===== src/rtl/instr_decode.sv =====
// ============================================================================
// instr_decode : registered MIPS-subset decoder with one-slot control flush
// Rev 1.0
// ============================================================================
`default_nettype none

module instr_decode (
  input  logic        clk,
  input  logic        rst_n,
  input  logic [31:0] Instruction,
  input  logic        InstrValid,
  input  logic [29:0] InstrPC,
  input  logic        BranchTaken,
  output logic        Jump,
  output logic [25:0] TargetInstr,
  output logic        JumpReg,
  output logic        Branch,
  output logic        InvZero,
  output logic [15:0] imm16,
  output logic [4:0]  Rs,
  output logic [4:0]  Rt,
  output logic [4:0]  RegDstAddr,
  output logic        RegWrite,
  output logic        ALUSrc,
  output logic [2:0]  ALUOp,
  output logic        MemWrite,
  output logic        MemToReg,
  output logic        Link,
  output logic [31:0] LinkData,
  output logic        Illegal
);

  localparam logic [0:0] c_RUN   = 1'b0;
  localparam logic [0:0] c_FLUSH = 1'b1;

  localparam logic [5:0] c_OP_RTYPE = 6'h00;
  localparam logic [5:0] c_OP_J     = 6'h02;
  localparam logic [5:0] c_OP_JAL   = 6'h03;
  localparam logic [5:0] c_OP_BEQ   = 6'h04;
  localparam logic [5:0] c_OP_BNE   = 6'h05;
  localparam logic [5:0] c_OP_ADDI  = 6'h08;
  localparam logic [5:0] c_OP_XORI  = 6'h0E;
  localparam logic [5:0] c_OP_LW    = 6'h23;
  localparam logic [5:0] c_OP_SW    = 6'h2B;
  localparam logic [5:0] c_FN_JR    = 6'h08;
  localparam logic [5:0] c_FN_ADD   = 6'h20;
  localparam logic [5:0] c_FN_SUB   = 6'h22;
  localparam logic [5:0] c_FN_SLT   = 6'h2A;

  logic [0:0]  r_state;
  logic        w_legal, w_jump, w_jr, w_br, w_invz, w_rw, w_alusrc;
  logic        w_mw, w_m2r, w_link, w_run, w_take;
  logic [2:0]  w_aluop;
  logic [4:0]  w_dst;
  logic [29:0] w_pc_next;

  always_comb begin
    w_legal  = 1'b1;
    w_jump   = 1'b0;
    w_jr     = 1'b0;
    w_br     = 1'b0;
    w_invz   = 1'b0;
    w_rw     = 1'b0;
    w_alusrc = 1'b0;
    w_aluop  = 3'b000;
    w_mw     = 1'b0;
    w_m2r    = 1'b0;
    w_link   = 1'b0;
    w_dst    = 5'd0;
    case (Instruction[31:26])
      c_OP_RTYPE: begin
        case (Instruction[5:0])
          c_FN_ADD: begin w_rw = 1'b1; w_dst = Instruction[15:11]; end
          c_FN_SUB: begin w_rw = 1'b1; w_dst = Instruction[15:11]; w_aluop = 3'b001; end
          c_FN_SLT: begin w_rw = 1'b1; w_dst = Instruction[15:11]; w_aluop = 3'b010; end
          c_FN_JR:  w_jr = 1'b1;
          default:  w_legal = 1'b0;
        endcase
      end
      c_OP_ADDI: begin w_rw = 1'b1; w_alusrc = 1'b1; w_dst = Instruction[20:16]; end
      c_OP_XORI: begin
        w_rw = 1'b1; w_alusrc = 1'b1; w_aluop = 3'b011; w_dst = Instruction[20:16];
      end
      c_OP_LW: begin
        w_rw = 1'b1; w_alusrc = 1'b1; w_m2r = 1'b1; w_dst = Instruction[20:16];
      end
      c_OP_SW:  begin w_mw = 1'b1; w_alusrc = 1'b1; end
      c_OP_BEQ: begin w_br = 1'b1; w_aluop = 3'b001; end
      c_OP_BNE: begin w_br = 1'b1; w_invz = 1'b1; w_aluop = 3'b001; end
      c_OP_J:   w_jump = 1'b1;
      c_OP_JAL: begin w_jump = 1'b1; w_link = 1'b1; w_rw = 1'b1; w_dst = 5'd31; end
      default:  w_legal = 1'b0;
    endcase
  end

  // Only a valid, legal word seen in RUN reaches the outputs; all else is a bubble.
  assign w_run     = (r_state == c_RUN);
  assign w_take    = w_run & InstrValid & w_legal;
  assign w_pc_next = InstrPC + 30'd1;

  always_ff @(posedge clk or negedge rst_n) begin
    if (!rst_n) begin
      r_state     <= c_RUN;
      Jump        <= 1'b0;
      TargetInstr <= '0;
      JumpReg     <= 1'b0;
      Branch      <= 1'b0;
      InvZero     <= 1'b0;
      imm16       <= '0;
      Rs          <= '0;
      Rt          <= '0;
      RegDstAddr  <= '0;
      RegWrite    <= 1'b0;
      ALUSrc      <= 1'b0;
      ALUOp       <= '0;
      MemWrite    <= 1'b0;
      MemToReg    <= 1'b0;
      Link        <= 1'b0;
      LinkData    <= '0;
      Illegal     <= 1'b0;
    end else begin
      Jump        <= w_take & w_jump;
      TargetInstr <= w_take ? Instruction[25:0] : '0;
      JumpReg     <= w_take & w_jr;
      Branch      <= w_take & w_br;
      InvZero     <= w_take & w_invz;
      imm16       <= w_take ? Instruction[15:0] : '0;
      Rs          <= w_take ? Instruction[25:21] : '0;
      Rt          <= w_take ? Instruction[20:16] : '0;
      RegDstAddr  <= w_take ? w_dst : '0;
      RegWrite    <= w_take & w_rw;
      ALUSrc      <= w_take & w_alusrc;
      ALUOp       <= w_take ? w_aluop : '0;
      MemWrite    <= w_take & w_mw;
      MemToReg    <= w_take & w_m2r;
      Link        <= w_take & w_link;
      LinkData    <= w_take ? {w_pc_next, 2'b00} : '0;
      Illegal     <= Illegal | (w_run & InstrValid & ~w_legal);
      // A jump and a taken branch in the same cycle still cost only one drop.
      if (w_run) begin
        if ((w_take && (w_jump || w_jr)) || BranchTaken)
          r_state <= c_FLUSH;
      end else if (InstrValid) begin
        r_state <= c_RUN;
      end
    end
  end

endmodule

`default_nettype wire


===== config.mk =====
export PLATFORM = sky130hd
export DESIGN_NAME = instr_decode
export DESIGN_NICKNAME = d
export VERILOG_FILES = /design/src/rtl/instr_decode.sv
export SDC_FILE = /design/constraint.sdc
export NUM_CORES = 1
export LEC_CHECK = 0
export CORE_AREA = 2 2 104 106
export CTS_CLUSTER_DIAMETER = 30
export DETAILED_ROUTE_END_ITERATION = 16
export DIE_AREA = 0 0 106 108
export PLACE_DENSITY = 0.76
export SLEW_MARGIN = 20
export SYNTH_ARGS = -nofsm -noshare
export SYNTH_HDL_FRONTEND = slang
export SYNTH_SLANG_ARGS = --single-unit

===== constraint.sdc =====
create_clock -name clk -period 1.4 [get_ports clk]
set_input_delay 0.28 -clock clk [delete_from_list [all_inputs] [get_ports clk]]
set_output_delay 0.28 -clock clk [all_outputs]
set_load 0.01 [all_outputs]

==> results of run 1 <==
==> registers in the layout (all words and copies together) (netlist names), 2 cells and up <==
| signal | flops |
|---|---|
| Rs | 5 |
| LinkData | 30 |
| Rt | 4 |
| TargetInstr | 2 |
| RegDstAddr | 5 |
| imm16 | 15 |
| ALUOp | 2 |
==> final cells by class <==
class	count	area, µm²
timing repair buffer	282	2596
sequential	74	1852
inverter	4	15.01
multi-input combinational	210	1917
clock buffer	12	135.1
tap	136	170.2
clock inverter	3	65.06
fill	806	3481
==> layer usage <==
metal / track usage, % / part of all wire [%] / routed length [µm] / vias up
met2: 37.14 / 52 / 6489 / 150
met5: 0 / 0 / 0 / -
li1: - / - / - / 1692
met1: 25.30 / 41 / 5027 / 1838
met4: 10.53 / 1.9 / 238 / 0
met3: 4.280 / 5.2 / 639 / 22
==> where the power goes <==
| group | internal, mW | switching (mW) | total (mW) |
|---|---|---|---|
| sequential | 2.16 | 0.0108 | 2.17 |
| clock | 0.994 | 0.752 | 1.75 |
| combinational | 0.527 | 0.498 | 1.03 |
| total | 3.69 | 1.26 | 4.95 |
==> worst max-delay path by stage <==
stage,startpoint,to,cells after the start
2_1_floorplan,Instruction[27],Illegal,6
3_3_place_gp,Instruction[27],Rt[0],6
3_5_place_dp,Instruction[27],imm16[2],6
4_1_cts,Instruction[2],TargetInstr[20],8
5_1_grt,InstrPC[26],LinkData[31],7
6_report,Instruction[2],Rt[3],8
==> logic make-up (layout without fill, tap and decap cells) <==
| group | count (synthesis) | count (layout) | synth area share [%] |
|---|---|---|---|
| other cells | 1 | 3 | 0.09603 |
| mux | 2 | 2 | 0.5127 |
| flops | 74 | 74 | 47.42 |
| xor+xnor | 13 | 13 | 2.916 |
| fa+ha+maj | 1 | 1 | 0.3204 |
| simple gates | 140 | 140 | 27.46 |
| compound gates | 50 | 51 | 11.44 |
| buf+inv | 57 | 301 | 9.836 |
==> worst max-delay path, stage by stage <==
cell	delay, ns
buf_6	0.09
or4_4	0.55
nor3b_4	0.22
buf_6	0.13
a211oi_4	0.06
buf_6	0.17
buf_12	0.14
nor3b_4	0.18
==> what timing repair did <==
item | 4_1_cts | 5_1_grt
hold buffers | 1 | 0
endpoints found under the setup margin | 172 | 70
cloned | 8 | 1
endpoints found under the hold margin | 21 | 0
gates resized for setup | 238 | 34
pin swaps | 31 | 27
buffers inserted | 13 | 11
==> placed cells by master (no fill, tap or decap), types with 5 or more instances in the layout <==
cell type,Yosys,layout
nand2_1,19,19
o31ai_1,10,10
nand3_1,19,18
dfrtp_1,74,74
a211oi_2,16,20
a31oi_1,6,6
buf_16,0,5
xnor2_1,6,5
nor3b_2,27,25
buf_4,29,90
xor2_1,7,6
o21ai_0,7,7
nand4_1,8,8
clkbuf_8,0,9
buf_6,8,22
clkdlybuf4s50_1,0,26
buf_2,1,9
or3_1,8,8
dlygate4sd2_1,0,115
nor2_1,7,6
or4_4,1,7
buf_12,0,6
nor3_2,16,12
==> metrics by stage <==
step	total power [mW]	util [%]	area, µm²
2_1_floorplan	2.564	-	3939
3_3_place_gp	3.077	59.79	6117
3_5_place_dp	3.094	59.79	6117
4_1_cts	4.901	64.33	6581
5_1_grt	5.134	65.98	6750
6_report	4.946	65.98	6750
==> results.sh, run 1 <==
export IMPL_wl_per_cell_um=17.19
export IMPL_cp_max_fo=6
export IMPL_status="complete, but fails checks"
export IMPL_antenna_cells=0
export IMPL_ys_flop_type="dfrtp_1"
export IMPL_violations="setup timing"
export IMPL_drt_wl_total_mm=12.39
export IMPL_area_growth_pct=72.86
export IMPL_clkLatencyLatePin_ns=0.35
export IMPL_crit_path_start_kind="input pin"
export IMPL_ys_top_cells_by_count="74 x dfrtp_1, 29 x buf_4, 27 x nor3b_2, 19 x nand2_1, 19 x nand3_1"
export IMPL_drc=0
export IMPL_whs_endpoint="imm16[0]"
export IMPL_drt_pre_antenna_iters=4
export IMPL_grt_pass1_vias=3853
export IMPL_drive_gt1_share_pct=41.71
export IMPL_synth_area_mm2=0.003905
export IMPL_fin_crit_sh_pct=113.2
export IMPL_post_synth_top_area_cell="dfrtp_1"
export IMPL_clock_skew_ns=0.007528
export IMPL_r2r_end="MemToReg"
export IMPL_htreeDepth=3
export IMPL_grt_overflow=0
export IMPL_powerDensity_mw_per_mm2=732.7
export IMPL_required_ns=1.66
export IMPL_dp_cells=675
export IMPL_place_gp_congestion=0.8740
export IMPL_rows=37
export IMPL_dp_hpwl_mm=8.192
export IMPL_r2r_cells=3
export IMPL_antenna_found_initial=0
export IMPL_end_kind="flip-flop"
export IMPL_ir_worst_vdd_mv=0.3874
export IMPL_grt_max_degree=32
export IMPL_whs_path_depth=2
export IMPL_synthTopCellsByArea="dfrtp_1 47%, nor3b_2 8.7%, buf_4 5.6%, a211oi_2 5.1%, nor3_2 4.1%"
export IMPL_hold_path_class="input pin to flip-flop"
export IMPL_whs_ns=0.2045
export IMPL_die_y_um=108
export IMPL_clk_pin_slew_worst_paths_ns=0.08
export IMPL_start_util_pct=38.17
export IMPL_hold_violations=0
export IMPL_yosys_register_bits=74
export IMPL_yosysSeqAreaShare_pct=47.42
export IMPL_vias=3702
export IMPL_synth_most_common_cell="dfrtp_1"
export IMPL_ant_nets=0
export IMPL_synth_cells=338
export IMPL_ys_warn_count=0
export IMPL_rr_startpoint="r_state"
export IMPL_fp_coreArea_mm2=0.01023
export IMPL_tns_ns=-7.703
export IMPL_rrSetupSlack_ns=0.27
export IMPL_rsz0062_at_grt="true"
export IMPL_pin_count=168
export IMPL_final_cells=721
export IMPL_chipWidth_um=106
export IMPL_numCtsBuffers=9
export IMPL_hold_start="Instruction[0]"
export IMPL_numClockSinks=74
export IMPL_nNetsFinal=648
export IMPL_synth_edf_count=0
export IMPL_dr_first_iter_drc_count=121
export IMPL_dp_slack_ns=-0.9113
export IMPL_p_leak_nw=3.317
export IMPL_setup_ws_ns=-0.1847
export IMPL_synth_area_per_cell_um2=11.55
export IMPL_cts_root_buffer="clkbuf_8"
export IMPL_yosysUniqueCellTypes=42
export IMPL_worst_setup_path_type="input pin to flip-flop"
export IMPL_period_needed_ns=1.585
export IMPL_routed_via_density=5.135
export IMPL_cts_tree="done"
export IMPL_max_freq_mhz=631.0
export IMPL_synth_top_area_share_pct=47.42
export IMPL_cts_buffer_depth=2
export IMPL_slew_viol_final=0
export IMPL_final_setup_viol_count=65
export IMPL_synth_async_reset_ratio_pct=100.0
export IMPL_arrival_ns=1.84
export IMPL_drv_cap=0
export IMPL_port_buffers=164
export IMPL_grtUsageTotal_pct=21.33
export IMPL_dieArea_mm2=0.01145
export IMPL_grt_pass1_wl_mm=19.06
(Power assumes the default switching activity.)
==> inputs of run 2 (changes only) <==
- CORE_AREA: 2 2 104 106 -> 2 2 109 111
- DIE_AREA: 0 0 106 108 -> 0 0 111 113
- PLACE_DENSITY: 0.76 -> 0.7
==> run 2 against run 1 <==
Net effect: the flow still finishes with violations (setup timing); clock power up 29%; design area about the same; final cell count down 1.2%; sequential power about the same; utilization down 6.1 points; fmax up 0.15%; critical path type unchanged.
==> results.sh, run 2 (same netlist as run 1, synthesis figures left out) <==
export IMPL_numCtsBuffers=9
export IMPL_slew_viol_final=0
export IMPL_setup_ws_ns=-0.1824
export IMPL_period_needed_ns=1.582
export IMPL_area_growth_pct=72.93
export IMPL_drt_wl_total_mm=12.10
export IMPL_final_setup_viol_count=65
export IMPL_whs_ns=0.1929
export IMPL_ant_nets=0
export IMPL_wl_per_cell_um=16.99
export IMPL_cts_root_buffer="clkbuf_16"
export IMPL_clock_skew_ns=0.002883
export IMPL_grt_overflow=0
export IMPL_clkLatencyLatePin_ns=0.33
export IMPL_p_leak_nw=3.316
export IMPL_drv_cap=0
export IMPL_max_freq_mhz=632.0
export IMPL_clk_pin_slew_worst_paths_ns=0.06
export IMPL_start_util_pct=34.64
export IMPL_routed_via_density=5.025
export IMPL_die_y_um=113
export IMPL_place_gp_congestion=0.8452
export IMPL_hold_path_class="input pin to flip-flop"
export IMPL_violations="setup timing"
export IMPL_pin_count=168
export IMPL_rows=39
export IMPL_cp_max_fo=7
export IMPL_arrival_ns=1.83
export IMPL_ir_worst_vdd_mv=0.4903
export IMPL_layout_commonest_cell="dlygate4sd2_1"
export IMPL_dr_first_iter_drc_count=149
export IMPL_grtUsageTotal_pct=18.93
export IMPL_worst_setup_path_type="input pin to flip-flop"
export IMPL_fp_coreArea_mm2=0.01127
export IMPL_rsz0062_at_grt="true"
export IMPL_crit_path_start_kind="input pin"
export IMPL_required_ns=1.65
export IMPL_port_buffers=164
export IMPL_dieArea_mm2=0.01254
export IMPL_p_total_mw=5.435
export IMPL_powerDensity_mw_per_mm2=804.8
export IMPL_grt_pass1_vias=3682
export IMPL_status="complete, but fails checks"
export IMPL_fin_crit_sh_pct=113.0
export IMPL_chipWidth_um=111
export IMPL_numClockSinks=74
export IMPL_drt_pre_antenna_iters=4
export IMPL_end_kind="flip-flop"
export IMPL_largest_reg_flops=30
export IMPL_nNetsFinal=632
export IMPL_cts_buffer_depth=2
export IMPL_grt_pass1_wl_mm=18.80
export IMPL_cts_tree="done"
export IMPL_reg_top3="LinkData x30, imm16 x15"
export IMPL_final_cell_mix="114 x dlygate4sd2_1, 74 x dfrtp_1, 74 x buf_4, 27 x clkdlybuf4s50_1, 25 x nor3b_2"
export IMPL_drc=0
export IMPL_drive_gt1_share_pct=40.07
export IMPL_vias=3578
export IMPL_hold_violations=0
export IMPL_antenna_cells=0
export IMPL_grt_max_degree=75
export IMPL_antenna_found_initial=0
export IMPL_htreeDepth=3
export IMPL_regMostFlops="LinkData"
export IMPL_dp_hpwl_mm=8.009
-- run 2: power breakdown --
group | internal [mW] | switching, mW | leakage [nW]
Clock | 1.41 | 0.851 | 0.142
Combinational | 0.499 | 0.493 | 2.15
Sequential | 2.17 | 0.0106 | 1.02
Total | 4.08 | 1.36 | 3.32
-- run 2: worst paths after layout --
path | start | endpoint | slack (ns) | cells past startpoint
max | Instruction[4] | LinkData[18] | -0.18 | 7
min | Instruction[0] | imm16[0] | 0.19 | 2
max reg2reg | r_state | LinkData[17] | 0.25 | 3
min reg2reg | Illegal | Illegal | 0.46 | 1
max in group asynchronous | rst_n | LinkData[6] | 0.58 | 3
min in group asynchronous | rst_n | imm16[7] | 0.51 | 3
-- run 2: area by class of cell --
| class | instances | area, µm² |
|---|---|---|
| fillers | 942 | 4519 |
| repair buffers | 267 | 2480 |
| multi-input cells | 209 | 1941 |
| flip-flops and latches | 74 | 1852 |
| clock buffers | 12 | 246.5 |
| well taps | 143 | 178.9 |
| clock inverters | 3 | 40.04 |
| inverters | 4 | 15.01 |
-- run 2: what timing repair did --
item	CTS	global route
buffers inserted	8	5
endpoints found under the setup margin	171	72
hold buffers	1	0
hold endpoints to repair	74	0
pin swaps	29	20
cloned	3	4
resized for setup	217	47
-- run 2: per-stage QoR --
stage	instance area [µm²]	setup WS [ns]	cells	setup TNS, ns	utilization (%)
after detailed placement	6076	-0.9235	677	-60.99	53.90
final	6753	-0.1824	712	-7.954	59.91
after floorplan	3939	-0.3996	340	-22.09	-
after global placement	6076	-0.8932	677	-59.84	53.90
after global routing	6753	-0.2214	712	-9.643	59.91
after CTS	6431	-0.1797	703	-6.677	57.05
-- run 2: worst max-delay path, stage by stage --
cell and delay [ns]:
buf_6 0.09, or4_4 0.56, nor3b_4 0.27, a211oi_4 0.11, buf_8 0.18, buf_16 0.15, a211oi_2 0.18
-- run 2: per-layer routing --
metal	global-route usage, %	part of all wire [%]	up-vias
met5	0	0	-
met4	8.500	2.4	0
met3	4.606	5.4	22
met2	32.39	50	134
met1	22.76	42	1761
li1	-	-	1661
